`src/rtl/therm_frame_counter.sv`:
```
// Decodes sorted 7-bit thermometer words into popcounts, flags non-monotone codes,
// and accumulates a per-frame total handed off through a valid/ready port.
module therm_frame_counter #(
    parameter int FRAME_LEN = 16,
    parameter int SUM_W     = 7
) (
    input  logic             clk,
    input  logic             rst,
    input  logic             in_valid,
    output logic             in_ready,
    input  logic [6:0]       therm,
    output logic             sum_valid,
    input  logic             sum_ready,
    output logic [SUM_W-1:0] sum,
    output logic             sum_err
);

    localparam int WCNT_W = $clog2(FRAME_LEN);

    generate
        if (FRAME_LEN < 2 || FRAME_LEN > 1024) begin : g_bad_len
            $error("therm_frame_counter: FRAME_LEN must be in 2..1024");
        end
        if (SUM_W < $clog2(7 * FRAME_LEN + 1)) begin : g_bad_sum_w
            $error("therm_frame_counter: SUM_W too narrow for 7*FRAME_LEN");
        end
    endgenerate

    typedef enum logic {ACCUM = 1'b0, DONE = 1'b1} state_t;

    state_t             state_q, state_d;
    logic               s1_vld_q, s1_vld_d;
    logic [2:0]         s1_cnt_q, s1_cnt_d;
    logic               s1_ill_q, s1_ill_d;
    logic [SUM_W-1:0]   acc_q, acc_d;
    logic               err_acc_q, err_acc_d;
    logic [WCNT_W-1:0]  wcnt_q, wcnt_d;
    logic [SUM_W-1:0]   sum_q, sum_d;
    logic               sum_err_q, sum_err_d;
    logic               sum_valid_q, sum_valid_d;

    logic [2:0]         cnt3;
    logic               ill;
    logic               accept;
    logic               drain;

    // A legal code never has a 1 directly below a 0.
    always_comb begin
        cnt3 = 3'd0;
        for (int i = 0; i < 7; i++) begin
            cnt3 = cnt3 + 3'(therm[i]);
        end
        ill = |(therm[5:0] & ~therm[6:1]);
    end

    assign in_ready = !rst && (state_q == ACCUM || !s1_vld_q);
    assign accept   = in_valid && in_ready;
    assign drain    = s1_vld_q && (state_q == ACCUM);

    always_comb begin
        state_d     = state_q;
        s1_vld_d    = s1_vld_q;
        s1_cnt_d    = s1_cnt_q;
        s1_ill_d    = s1_ill_q;
        acc_d       = acc_q;
        err_acc_d   = err_acc_q;
        wcnt_d      = wcnt_q;
        sum_d       = sum_q;
        sum_err_d   = sum_err_q;
        sum_valid_d = sum_valid_q;

        if (accept) begin
            s1_vld_d = 1'b1;
            s1_cnt_d = cnt3;
            s1_ill_d = ill;
        end else if (drain) begin
            s1_vld_d = 1'b0;
        end

        case (state_q)
            ACCUM: begin
                if (drain) begin
                    if (wcnt_q == WCNT_W'(FRAME_LEN - 1)) begin
                        sum_d       = acc_q + SUM_W'(s1_cnt_q);
                        sum_err_d   = err_acc_q | s1_ill_q;
                        sum_valid_d = 1'b1;
                        acc_d       = '0;
                        err_acc_d   = 1'b0;
                        wcnt_d      = '0;
                        state_d     = DONE;
                    end else begin
                        acc_d     = acc_q + SUM_W'(s1_cnt_q);
                        err_acc_d = err_acc_q | s1_ill_q;
                        wcnt_d    = wcnt_q + 1'b1;
                    end
                end
            end
            DONE: begin
                if (sum_valid_q && sum_ready) begin
                    sum_valid_d = 1'b0;
                    state_d     = ACCUM;
                end
            end
            default: state_d = ACCUM;
        endcase
    end

    always_ff @(posedge clk) begin
        if (rst) begin
            state_q     <= ACCUM;
            s1_vld_q    <= 1'b0;
            s1_cnt_q    <= 3'd0;
            s1_ill_q    <= 1'b0;
            acc_q       <= '0;
            err_acc_q   <= 1'b0;
            wcnt_q      <= '0;
            sum_q       <= '0;
            sum_err_q   <= 1'b0;
            sum_valid_q <= 1'b0;
        end else begin
            state_q     <= state_d;
            s1_vld_q    <= s1_vld_d;
            s1_cnt_q    <= s1_cnt_d;
            s1_ill_q    <= s1_ill_d;
            acc_q       <= acc_d;
            err_acc_q   <= err_acc_d;
            wcnt_q      <= wcnt_d;
            sum_q       <= sum_d;
            sum_err_q   <= sum_err_d;
            sum_valid_q <= sum_valid_d;
        end
    end

    assign sum       = sum_q;
    assign sum_err   = sum_err_q;
    assign sum_valid = sum_valid_q;

endmodule

```
`config.mk`:
```
export PLATFORM = sky130hd
export DESIGN_NAME = therm_frame_counter
export DESIGN_NICKNAME = d
export VERILOG_FILES = /design/src/rtl/therm_frame_counter.sv
export SDC_FILE = /design/constraint.sdc
export NUM_CORES = 1
export LEC_CHECK = 0
export BUFFER_PORTS_ARGS = -buffer_cell sky130_fd_sc_hd__buf_2
export CORE_ASPECT_RATIO = 1.4
export CORE_MARGIN = 3
export CORE_UTILIZATION = 53
export DETAILED_ROUTE_END_ITERATION = 8
export PLACE_DENSITY = 0.75
export SYNTH_ARGS = -nofsm -noshare
export SYNTH_HDL_FRONTEND = slang
export SYNTH_SLANG_ARGS = --single-unit
```
`constraint.sdc`:
```
create_clock -name clk -period 5.13 [get_ports clk]
set_input_delay 0.2565 -clock clk [delete_from_list [all_inputs] [get_ports clk]]
set_output_delay 0.2565 -clock clk [all_outputs]
set_load 0.02 [all_outputs]
```
# [After elaboration in Yosys (flattened, before gate mapping)]
# Index checks and enable logic that the tools add are counted.
[classes] addsub=8 eq_ne=4 muxes=13 bitwise=4 n_reduce_logical=12
[op_table] cell="adder 3 x 1 -> 3 bit" n=4
[op_table] cell="2-to-1 mux 1 bit" n=9
[op_table] cell="adder 7 x 3 -> 7 bit" n=1
[op_table] cell="2-to-1 mux 7 bit" n=1
[op_table] cell="AND 6 bit" n=1
[op_table] cell="inverter 6 bit" n=1
[op_table] cell="AND reduction 3 bit" n=2
[op_table] cell="OR reduction 6 bit" n=1
[op_table] cell="adder 4 x 1 -> 4 bit (second input constant)" n=1
[op_table] cell="equality test 4 bit (second input constant)" n=1
[op_table] cell="logical AND 1 bit" n=4
[op_table] cell="2-to-1 mux 4 bit" n=1
[op_table] cell="!= test 2 x 1 -> 1 bit (second input constant)" n=2
[op_table] cell="case mux 1 bit (2 select lines)" n=2
[op_table] cell="adder 2 x 1 -> 3 bit" n=1
[op_table] cell="adder 1 x 1 -> 2 bit" n=1
[op_table] cell="zero test 1 bit" n=2
[op_table] cell="!= test 2 bit (second input constant)" n=1
[op_table] cell="AND reduction 2 bit" n=1
[op_table] cell="nonzero test 2 bit" n=1
[op_table] cell="logical OR 1 bit" n=1
[op_table] cell="inverter 1 bit" n=1
[op_table] cell="bitwise OR 1 bit" n=1
[word_totals] ff_bits=27 input_bits=11 out_inout_bits=10 elab_cells=51

# [Logic depth before layout (Yosys ltp)]
# Gate-level depths: netlist of the first run.
[logic_depth] depth_word=6 depth_mapped=8 mapped_depth_nobuf=8

# [Least setup slack after synthesis of the first run]
# No wires, ideal clock.
[synth_timing] path_type="input -> register" startpoint="in therm[0]" endpoint="reg s1_cnt_q[1]" arrival_time_ns=2.258 required_time_ns=5.002 setup_slack_ns=2.745 cell_stages=8 path_buffers=0 cell_sequence="inv_1 fa_1 fa_1 inv_1 fa_1 fa_1 a21oi_1 nor2_1"
[synth_between] elab_chain_cells=6
[synth_lines] element="start, declared" line="11" text="input logic [6:0] therm,"
[synth_lines] element="adder 1 x 1 -> 2 bit" line="51" text="cnt3 = cnt3 + 3'(therm[i]);"
[synth_lines] element="adder 2 x 1 -> 3 bit" line="51"
[synth_lines] element="adder 3 x 1 -> 3 bit (4 in series)" line="51"
[synth_lines] element="via cnt3[1]" line="42" text="logic [2:0] cnt3;"
[synth_lines] element="end signal, assigned" line="123" text="s1_cnt_q <= s1_cnt_d;"
[synth_lines] element="end, declared" line="33" text="logic [2:0] s1_cnt_q, s1_cnt_d;"
# The timed path passes the listed nets, and every way through them passes these cells.
# A chain may end at the register's enable or synchronous reset.

# [Final worst setup path of the first run]
[layout_timing] startpoint="in therm[3]" endpoint="reg s1_cnt_q[1]"
[layout_between] elab_chain_cells=4
[layout_lines] element="adder 3 x 1 -> 3 bit (4 in series)" line="51"
[layout_lines] element="via cnt3[1]" line="42"
# The timed path passes the listed nets, and every way through them passes these cells.

==> reports/metrics.csv, run 1 <==
stage,metric,value,unit
critical_path,crit_type,input pin to flop,
timing,worstMarginPinSlew,0.827,ns
timing,setup-violations-final,0,
global_routing,antenna_found_initial,0,
timing,slew_violations,0,
run,maxCapViolations,0,
timing,fmax,0.449,GHz
placement,gp_congestion,0.782,
synthesis,syn_area_per_cell,8.43,sq um
layout,diodes,0,
synthesis,synth_most_common_cell,dfxtp_1,
synthesis,ys_seq_elements,27,
die,dieHeight,65.5,um
global_routing,grt_max_degree,32,
die,initial_utilization,58.8,%
critical_path,cp_max_fo,2,
synthesis,yosys-top-cells-count,"27 x dfxtp_1, 22 x nand2_1, 18 x nor2_1",
synthesis,synth-edff-count,0,
synthesis,yosysUniqueCellTypes,35,
critical_path,worstPathRequired,5.34,ns
placement,io_buffers,20,
drt,drtIter0Drc,24,
power_and_ir_drop,ir_drop,0.129,mV
hold_path,hp-class,input pin to flop,
synthesis,synthTopCellsByArea,"dfxtp_1 40%, fa_1 7.5%, nand2_1 6.2%",
layout,instances_no_fill,209,
timing,period_minus_slack,2.22,ns
cts,holdBufCountCts,0,
die,die_w,48.5,um
cts,cts_htree_levels,1,
drt,via_per_inst,5.42,
cts,ctsLongestPathBuffers,2,
drt,dr.pass1.iters,4,
synthesis,syn_nets,179,
drt,drc,0,
cts,clk_latency,0.32,ns
timing,skew,0.00422,ns
cts,post_cts_buffers,0,
cts,clk_pin_slew_worst_paths,0.14,ns
layout,drive_gt1_share,13.6,%
synthesis,ys_warn_count,0,
power_and_ir_drop,leakagePower,0.594,nW
layout,syn2layout_area_growth,10.1,%
timing,final.period_utilization,43.4,%
synthesis,seq_area_frac_synth,40.3,%
timing,fin_ws,2.91,ns
global_routing,grt-ovfl-total,0,
timing,rsz0062_at_grt,false,
die,rows,20,
synthesis,synthArstFlopShare,0,%
global_routing,grt_pass1_vias,1090,
drt,final_antenna_net_count,0,
synthesis,synth_flop_cell,dfxtp_1,
critical_path,endpoint_kind,flop,
global_routing,track_usage,18.9,%
die,core_area,2280,sq um
synthesis,synth_cells,159,
cts,cts_resized,0,
drt,vias,1132,
drt,avgRoutedWirePerCell,12.8,um
timing,setup-tns-final,0,ns
timing,fin_hold_ws,0.145,ns
die,dieArea,3180,sq um
cts,cts_made_buffers,3,
power_and_ir_drop,power,365,uW
placement,dp_cells,205,
synthesis,yosys.area.top_type,dfxtp_1,
cts,clkSinkCount,27,
critical_path,start_kind,input pin,
global_routing,grt_first_pass_wirelength,4.70,mm
timing,hold_violations,0,
timing,timing.slew.headroom,44.7,%
cts,cts_tree,done,
drt,drt_wl_total,2.67,mm
critical_path,arrival,2.44,ns
power_and_ir_drop,power.density,248,nW/um^2
placement,dp_slack,2.56,ns
layout,fin_nets,197,
die,io_pins,21,
cts,root_buffer,clkbuf_4,
synthesis,syn_area,1340,sq um
placement,dp_hpwl,1.95,mm
layout,n_fill_cell,197,
status,status,"finished, final reports clean",
synthesis,netlist.area_leader.share,40.3,%
## power by group
part	switching, mW	internal, mW
sequential	0.00497	0.217
clock	0.0612	0.0305
combinational	0.0305	0.0214
total	0.0967	0.269
## path summary, 6_finish.rpt
path	from	end	slack (ns)	depth (start not counted)
min reg2reg	sum[2]	sum[2]	0.46	2
max	therm[3]	s1_cnt_q[1]	2.91	9
min	in_valid	s1_vld_q	0.15	3
max reg2reg	s1_cnt_q[0]	sum[6]	3.22	7
## cell type report
cell class                 instances  area [sq um]  share of cell area (%)
tap                               33          41.3                    2.80
timing repair buffer              20           100                    6.79
sequential                        27           541                    36.6
inverter                          11          41.3                    2.80
multi-input combinational        114           726                    49.2
clock buffer                       4          26.3                    1.78
## metrics by stage
| step | utilization [%] | cell area (sq um) |
|---|---|---|
| 2_1_floorplan | - | 1340 |
| 3_3_place_gp | 63.6 | 1450 |
| 3_5_place_dp | 63.6 | 1450 |
| 4_1_cts | 64.8 | 1480 |
| 5_1_grt | 64.8 | 1480 |
| 6_report | 64.8 | 1480 |
## worst max-delay path, stage by stage
cell and delay, ns:
buf_2 0.11, inv_1 0.09, fa_1 0.43, fa_1 0.48, inv_1 0.05, fa_1 0.37
fa_1 0.44, a21oi_1 0.16, nor2_1 0.05
## cell families after synthesis
family | count (synthesis) | synth area share (%)
compound gates | 34 | 16.2
xor+xnor | 5 | 3.27
fa+ha+maj | 9 | 11.2
buf+inv | 18 | 5.51
flops | 27 | 40.3
mux | 2 | 1.49
simple gates | 64 | 21.9
## registers in the layout (all words and copies together), names as in the netlist
signal	count
acc_q	7
err_acc_q	1
s1_cnt_q	3
s1_ill_q	1
s1_vld_q	1
state_q	1
sum	7
sum_err	1
sum_valid	1
wcnt_q	4
## placed cells by master (no fill, tap or decap), drive strengths merged, types with 2 or more instances in the layout
cell | netlist | final
ha | 4 | 4
a21oi | 14 | 14
mux2i | 2 | 2
nor2 | 18 | 18
a311oi | 2 | 2
inv | 11 | 11
o2111ai | 2 | 2
o21ai | 3 | 3
xor2 | 4 | 4
o211ai | 3 | 3
nand2 | 22 | 22
nor2b | 3 | 3
or3 | 2 | 2
nor3 | 6 | 6
fa | 5 | 5
dfxtp | 27 | 27
clkbuf | 2 | 4
buf | 5 | 20
a211oi | 5 | 5
nand3 | 7 | 7
## routing by layer
layer  share of wire, %  vias up  GRT usage, %
li1                   -      583             -
met1                 44      524          21.1
met2                 51       21          34.1
met3                3.1        4          2.49
met4                2.1        0          11.0
met5                  0        -             0
No activity file was read; power rests on OpenSTA's default activity.
==> run 2, diff against run 1 <==
--- a/config.mk
+++ b/config.mk
@@ -5,6 +5,7 @@
 export SDC_FILE = /design/constraint.sdc
 export NUM_CORES = 1
 export LEC_CHECK = 0
+export ABC_AREA = 1
 export BUFFER_PORTS_ARGS = -buffer_cell sky130_fd_sc_hd__buf_2
 export CORE_ASPECT_RATIO = 1.4
 export CORE_MARGIN = 3
==> constraint.sdc (replaced) <==
create_clock -name clk -period 2.3 [get_ports clk]
set_input_delay 0.115 -clock clk [delete_from_list [all_inputs] [get_ports clk]]
set_output_delay 0.115 -clock clk [all_outputs]
set_load 0.02 [all_outputs]
==> reports/metrics.csv, run 2 <==
stage,metric,value,unit,change
cts,clk_pin_slew_worst_paths,0.14,ns,about the same
placement,gp_congestion,0.822,,was 0.782
synthesis,synth-edff-count,0,,unchanged
power_and_ir_drop,power.density,539,nW/um^2,was 248 nW/um^2
cts,clkSinkCount,27,,unchanged
cts,clk_latency,0.32,ns,about the same
cts,post_cts_buffers,0,,unchanged
drt,final_antenna_net_count,0,,unchanged
timing,setup-tns-final,0,ns,unchanged
synthesis,ys_warn_count,0,,unchanged
layout,final_common_cell,nand2_1,,was dfxtp_1
layout,n_fill_cell,236,,was 197
layout,drive_gt1_share,17.2,%,was 13.6%
timing,timing.slew.headroom,77.1,%,was 44.7%
layout,instances_no_fill,238,,was 209
synthesis,synth_most_common_cell,nand2_1,,was dfxtp_1
die,core_area,2420,sq um,was 2280 sq um
layout,syn2layout_area_growth,12.2,%,was 10.1%
timing,hold_violations,0,,unchanged
cts,cts_htree_levels,1,,unchanged
synthesis,seq_area_frac_synth,39.5,%,was 40.3%
drt,via_per_inst,4.84,,was 5.42
timing,skew,0.00116,ns,was 0.00422 ns
power_and_ir_drop,ir_drop,0.369,mV,was 0.129 mV
synthesis,synthTopCellsByArea,"dfxtp_1 40%, nand2_1 15%, fa_1 7.3%",,"was dfxtp_1 40%, fa_1 7.5%, nand2_1 6.2%"
die,dieHeight,66.1,um,was 65.5 um
synthesis,synthArstFlopShare,0,%,unchanged
synthesis,yosys.area.top_type,dfxtp_1,,unchanged
synthesis,yosysUniqueCellTypes,25,,was 35
global_routing,antenna_found_initial,0,,unchanged
synthesis,syn_nets,201,,was 179
timing,fin_hold_ws,0.0784,ns,was 0.145 ns
die,rows,21,,was 20
cts,ctsLongestPathBuffers,2,,unchanged
power_and_ir_drop,leakagePower,0.755,nW,was 0.594 nW
run,maxCapViolations,0,,unchanged
critical_path,arrival,2.27,ns,was 2.44 ns
critical_path,crit_type,input pin to flop,,unchanged
drt,top_layer,met4,,unchanged
drt,met3WireLength,95,um,was 83 um
drt,drtIter0Drc,29,,was 24
global_routing,grt_max_degree,16,,was 32
synthesis,yosys-top-cells-count,"54 x nand2_1, 27 x dfxtp_1, 26 x inv_1",,"was 27 x dfxtp_1, 22 x nand2_1, 18 x nor2_1"
global_routing,grt_first_pass_wirelength,4.81,mm,was 4.70 mm
timing,setup-violations-final,0,,unchanged
critical_path,endpoint_kind,flop,,unchanged
drt,avgRoutedWirePerCell,10.7,um,was 12.8 um
critical_path,worstPathRequired,2.54,ns,was 5.34 ns
synthesis,syn_area,1370,sq um,was 1340 sq um
critical_path,cp_max_fo,3,,was 2
synthesis,synth_flop_cell,dfxtp_1,,unchanged
drt,met2_length,1.31,mm,was 1.35 mm
placement,io_buffers,20,,unchanged
drt,drc,0,,unchanged
global_routing,grt-ovfl-total,0,,unchanged
timing,slew_violations,0,,unchanged
drt,vias,1152,,was 1132
timing,period_minus_slack,2.02,ns,
cts,holdBufCountCts,0,,unchanged
drt,wirelength_met1,1.09,mm,was 1.18 mm
timing,final.period_utilization,88.0,%,
die,dieArea,3230,sq um,was 3180 sq um
synthesis,syn_area_per_cell,7.56,sq um,was 8.43 sq um
synthesis,ys_seq_elements,27,,unchanged
timing,fmax,0.494,GHz,
cts,cts_tree,done,,unchanged
die,die_w,48.9,um,was 48.5 um
placement,dp_cells,234,,was 205
status,status,"finished, final reports clean",,unchanged
synthesis,synth_cells,181,,was 159
placement,dp_hpwl,2.02,mm,was 1.95 mm
critical_path,start_kind,input pin,,unchanged
cts,root_buffer,clkbuf_4,,unchanged
cts,cts_resized,0,,unchanged
global_routing,grt_pass1_vias,1163,,was 1090
die,io_pins,21,,unchanged
die,initial_utilization,56.6,%,was 58.8%
global_routing,track_usage,19.2,%,was 18.9%
hold_path,hp-class,input pin to flop,,unchanged
timing,worstMarginPinSlew,0.343,ns,was 0.827 ns
layout,diodes,0,,unchanged
timing,rsz0062_at_grt,false,,unchanged
layout,multi_input_area,708,sq um,was 726 sq um
layout,regArea,541,sq um,unchanged
layout,fin_nets,225,,was 197
layout,most-common-layout-cells,"54 x nand2_1, 27 x dfxtp_1, 26 x inv_1",,"was 27 x dfxtp_1, 22 x nand2_1, 20 x buf_2"
drt,dr.pass1.iters,4,,unchanged
cts,cts_made_buffers,3,,unchanged
synthesis,netlist.area_leader.share,39.5,%,was 40.3%
drt,drt_wl_total,2.55,mm,was 2.67 mm
run 2: cell types whose count changed after synthesis, moves of 3 or more:
cell,change
o211ai_1,-3
nand2_1,+32
xor2_1,-4
nand3_1,+12
inv_2,+3
nor2_1,-8
a211oi_1,-4
o21ai_0,+5
nor2b_1,-3
inv_1,+15
nor3_1,-5
a21oi_1,-5
run 2: critical path, stage by stage:
cell     delay (ns)
buf_2          0.10
inv_1          0.09
fa_1           0.45
fa_1           0.49
inv_1          0.04
fa_1           0.37
fa_1           0.48
nand2_1        0.05
o31ai_1        0.08
run 2: worst paths after layout:
kind         cells after the start        start  slack, ns     endpoint
min                              4    sum_ready       0.08      state_q
max reg2reg                      8  s1_cnt_q[0]       0.64     acc_q[6]
min reg2reg                      2       sum[6]       0.46       sum[6]
max                              9     therm[1]       0.28  s1_cnt_q[1]
run 2: cell type report:
cell class              instances  share of cell area [%]
clock inverters                 1                   0.326
repair buffers                 20                    6.53
inverters                      30                    7.50
multi-input cells             123                    46.2
well taps                      34                    2.77
flip-flops and latches         27                    35.2
clock buffers                   3                    1.47
run 2: through the flow:
step	util, %	worst slack (ns)	area [sq um]	power, mW
floorplan	-	0.110	1370	0.599
global placement	62.3	-0.0140	1510	0.631
detailed placement	62.3	-0.0750	1510	0.636
CTS	63.5	0.281	1530	0.839
global route	63.5	0.197	1530	0.878
finish	63.5	0.277	1530	0.827
run 2: per-layer routing:
metal / track usage (%) / up-vias
met5: 0 / -
met4: 9.61 / 0
met3: 2.26 / 4
met2: 36.4 / 18
met1: 20.8 / 514
li1: - / 616
run 2: kinds of logic (layout without fill, tap and decap cells):
logic type	Yosys count	count (layout)	share of synthesized area, %
and+or+nand+nor	90	90	30.7
buffers and inverters	31	54	8.69
DFF	27	27	39.5
AOI/OAI and AO/OA	23	23	9.52
adders and majority gates	9	9	11.0
xor gates and xnor gates	1	1	0.641
run 2: where the power goes:
group          total [mW]  leakage [nW]  internal [mW]  switching (mW)
Combinational       0.128         0.518         0.0502          0.0781
Clock               0.203        0.0177         0.0652           0.137
Sequential          0.496         0.219          0.486          0.0100
==> run 3, diff against run 2 <==
--- a/config.mk
+++ b/config.mk
@@ -7,7 +7,7 @@
 export LEC_CHECK = 0
 export ABC_AREA = 1
 export BUFFER_PORTS_ARGS = -buffer_cell sky130_fd_sc_hd__buf_2
-export CORE_ASPECT_RATIO = 1.4
+export CORE_ASPECT_RATIO = 0.75
 export CORE_MARGIN = 3
 export CORE_UTILIZATION = 53
 export DETAILED_ROUTE_END_ITERATION = 8
==> reports/metrics.csv, run 3 (same netlist as run 2, synthesis figures left out) <==
stage,metric,value,unit,change
status,status,"finished, final reports clean",,unchanged
layout,diodes,0,,unchanged
drt,dr.pass1.iters,4,,unchanged
timing,fmax,0.496,GHz,was 0.494 GHz
power_and_ir_drop,pwr-share-seq,58.2,%,was 60.0%
global_routing,grt_pass1_vias,1158,,was 1163
run,maxCapViolations,0,,unchanged
drt,drt_wl_total,2.86,mm,was 2.55 mm
layout,syn2layout_area_growth,12.9,%,was 12.2%
placement,dp_hpwl,2.27,mm,was 2.02 mm
timing,skew,0.00591,ns,was 0.00116 ns
cts,post_cts_buffers,0,,unchanged
die,io_pins,21,,unchanged
die,core_area,2380,sq um,was 2420 sq um
global_routing,grt_max_degree,17,,was 16
layout,postLayoutCellArea,1540,sq um,was 1530 sq um
cts,holdBufCountCts,0,,unchanged
power_and_ir_drop,ir_drop,0.420,mV,was 0.369 mV
placement,gp_congestion,0.905,,was 0.822
critical_path,worstSetupStartpoint,therm[0],,was therm[1]
die,die_w,64.7,um,was 48.9 um
power_and_ir_drop,p_clk_share,25.7,%,was 24.5%
power_and_ir_drop,power.density,552,nW/um^2,was 539 nW/um^2
timing,rsz0062_at_grt,false,,unchanged
timing,hold_violations,0,,unchanged
die,rows,15,,was 21
power_and_ir_drop,pwr-share-comb,16.0,%,was 15.5%
cts,ctsLongestPathBuffers,2,,unchanged
cts,cts_tree,done,,unchanged
cts,clk_latency,0.34,ns,was 0.32 ns
timing,timing.slew.headroom,76.4,%,was 77.1%
drt,final_antenna_net_count,0,,unchanged
placement,io_buffers,20,,unchanged
die,initial_utilization,57.4,%,was 56.6%
cts,cts_resized,0,,unchanged
die,dieHeight,50.0,um,was 66.1 um
power_and_ir_drop,p_sw_share,28.9,%,was 27.3%
cts,cts_made_buffers,3,,unchanged
layout,n_fill_cell,217,,was 236
timing,slew_violations,0,,unchanged
placement,placed_area,1510,sq um,about the same
layout,drive_gt1_share,17.6,%,was 17.2%
timing,setup-violations-final,0,,unchanged
timing,fin_ws,0.285,ns,was 0.277 ns
timing,worstMarginPinSlew,0.355,ns,was 0.343 ns
cts,cts_htree_levels,1,,unchanged
timing,period_minus_slack,2.01,ns,was 2.02 ns
hold_path,hp-class,input pin to flop,,unchanged
die,dieArea,3230,sq um,about the same
drt,avgRoutedWirePerCell,12.0,um,was 10.7 um
power_and_ir_drop,switching_power,246,uW,was 226 uW
layout,fin_nets,226,,was 225
critical_path,crit_type,input pin to flop,,unchanged
global_routing,antenna_found_initial,0,,unchanged
critical_path,endpoint_kind,flop,,unchanged
critical_path,start_kind,input pin,,unchanged
critical_path,worstPathRequired,2.57,ns,was 2.54 ns
layout,most-common-layout-cells,"54 x nand2_1, 27 x dfxtp_1, 26 x inv_1",,unchanged
hold_path,hp-start,sum_ready,,unchanged
drt,drtIter0Drc,76,,was 29
cts,root_buffer,clkbuf_4,,unchanged
drt,vias,1194,,was 1152
timing,final.period_utilization,87.6,%,was 88.0%
cts,clk_pin_slew_worst_paths,0.16,ns,was 0.14 ns
placement,dp_slack,-0.103,ns,was -0.0750 ns
global_routing,track_usage,20.0,%,was 19.2%
global_routing,grt-ovfl-total,0,,unchanged
power_and_ir_drop,leakagePower,0.756,nW,was 0.755 nW
layout,final_common_cell,nand2_1,,unchanged
critical_path,arrival,2.28,ns,was 2.27 ns
cts,clkSinkCount,27,,unchanged
critical_path,cp_max_fo,2,,was 3
power_and_ir_drop,power.internal,606,uW,was 601 uW
drt,drc,0,,unchanged
critical_path,timing.rr.start,s1_cnt_q[0],,unchanged
drt,via_per_inst,5.00,,was 4.84
global_routing,grt_first_pass_wirelength,5.04,mm,was 4.81 mm
-- run 3: changes by cell type in the layout (fill, tap and decap cells not counted), sizes merged --
cell,change
buf,+1
clkinv,-1
clkinvlp,+1
-- run 3: layout make-up --
type	count	area [sq um]	share of cell area, %
clock buffer	3	22.5	1.46
tap	34	42.5	2.76
timing repair buffer	21	108	6.97
sequential	27	541	35.0
inverter	30	115	7.46
clock inverter	1	7.51	0.486
multi-input combinational	123	708	45.9
-- run 3: per-layer routing --
layer	vias to the layer above	global-route usage, %	part of all wire, %
li1	616	-	-
met1	557	24.5	44
met2	19	36.0	52
met3	2	5.92	3.8
met4	0	1.40	0.32
met5	-	0	0
-- run 3: critical path: stages --
cell and delay, ns:
buf_2 0.09, inv_1 0.05, fa_1 0.50, fa_1 0.50, inv_1 0.06, fa_1 0.37, fa_1 0.48, nand2_1 0.05
o31ai_1 0.07
-- run 3: per-stage QoR --
step                      cells  TNS (ns)  power, mW  hold WS, ns  util [%]
after floorplan             181         0      0.599        0.218         -
after global placement      235   -0.0254      0.634        0.398      63.5
after detailed placement    235    -0.134      0.642        0.400      63.5
after CTS                   239         0      0.855       0.0330      64.8
after global routing        239         0      0.899       0.0246      64.8
final                       239         0      0.852       0.0414      64.8
-- run 3: worst paths after layout --
path / slack, ns / cells after the start / endpoint
max: 0.29 / 9 / s1_cnt_q[1]
max reg2reg: 0.62 / 8 / acc_q[4]
min: 0.04 / 4 / state_q
min reg2reg: 0.46 / 2 / sum[5]
-- run 3: power by group through the flow --
stage          sequential, mW  combinational [mW]  clock [mW]
2_1_floorplan           0.503              0.0952           0
3_3_place_gp            0.505               0.128           0
3_5_place_dp            0.506               0.135           0
4_1_cts                 0.496               0.137       0.222
5_1_grt                 0.498               0.159       0.242
6_report                0.496               0.137       0.219
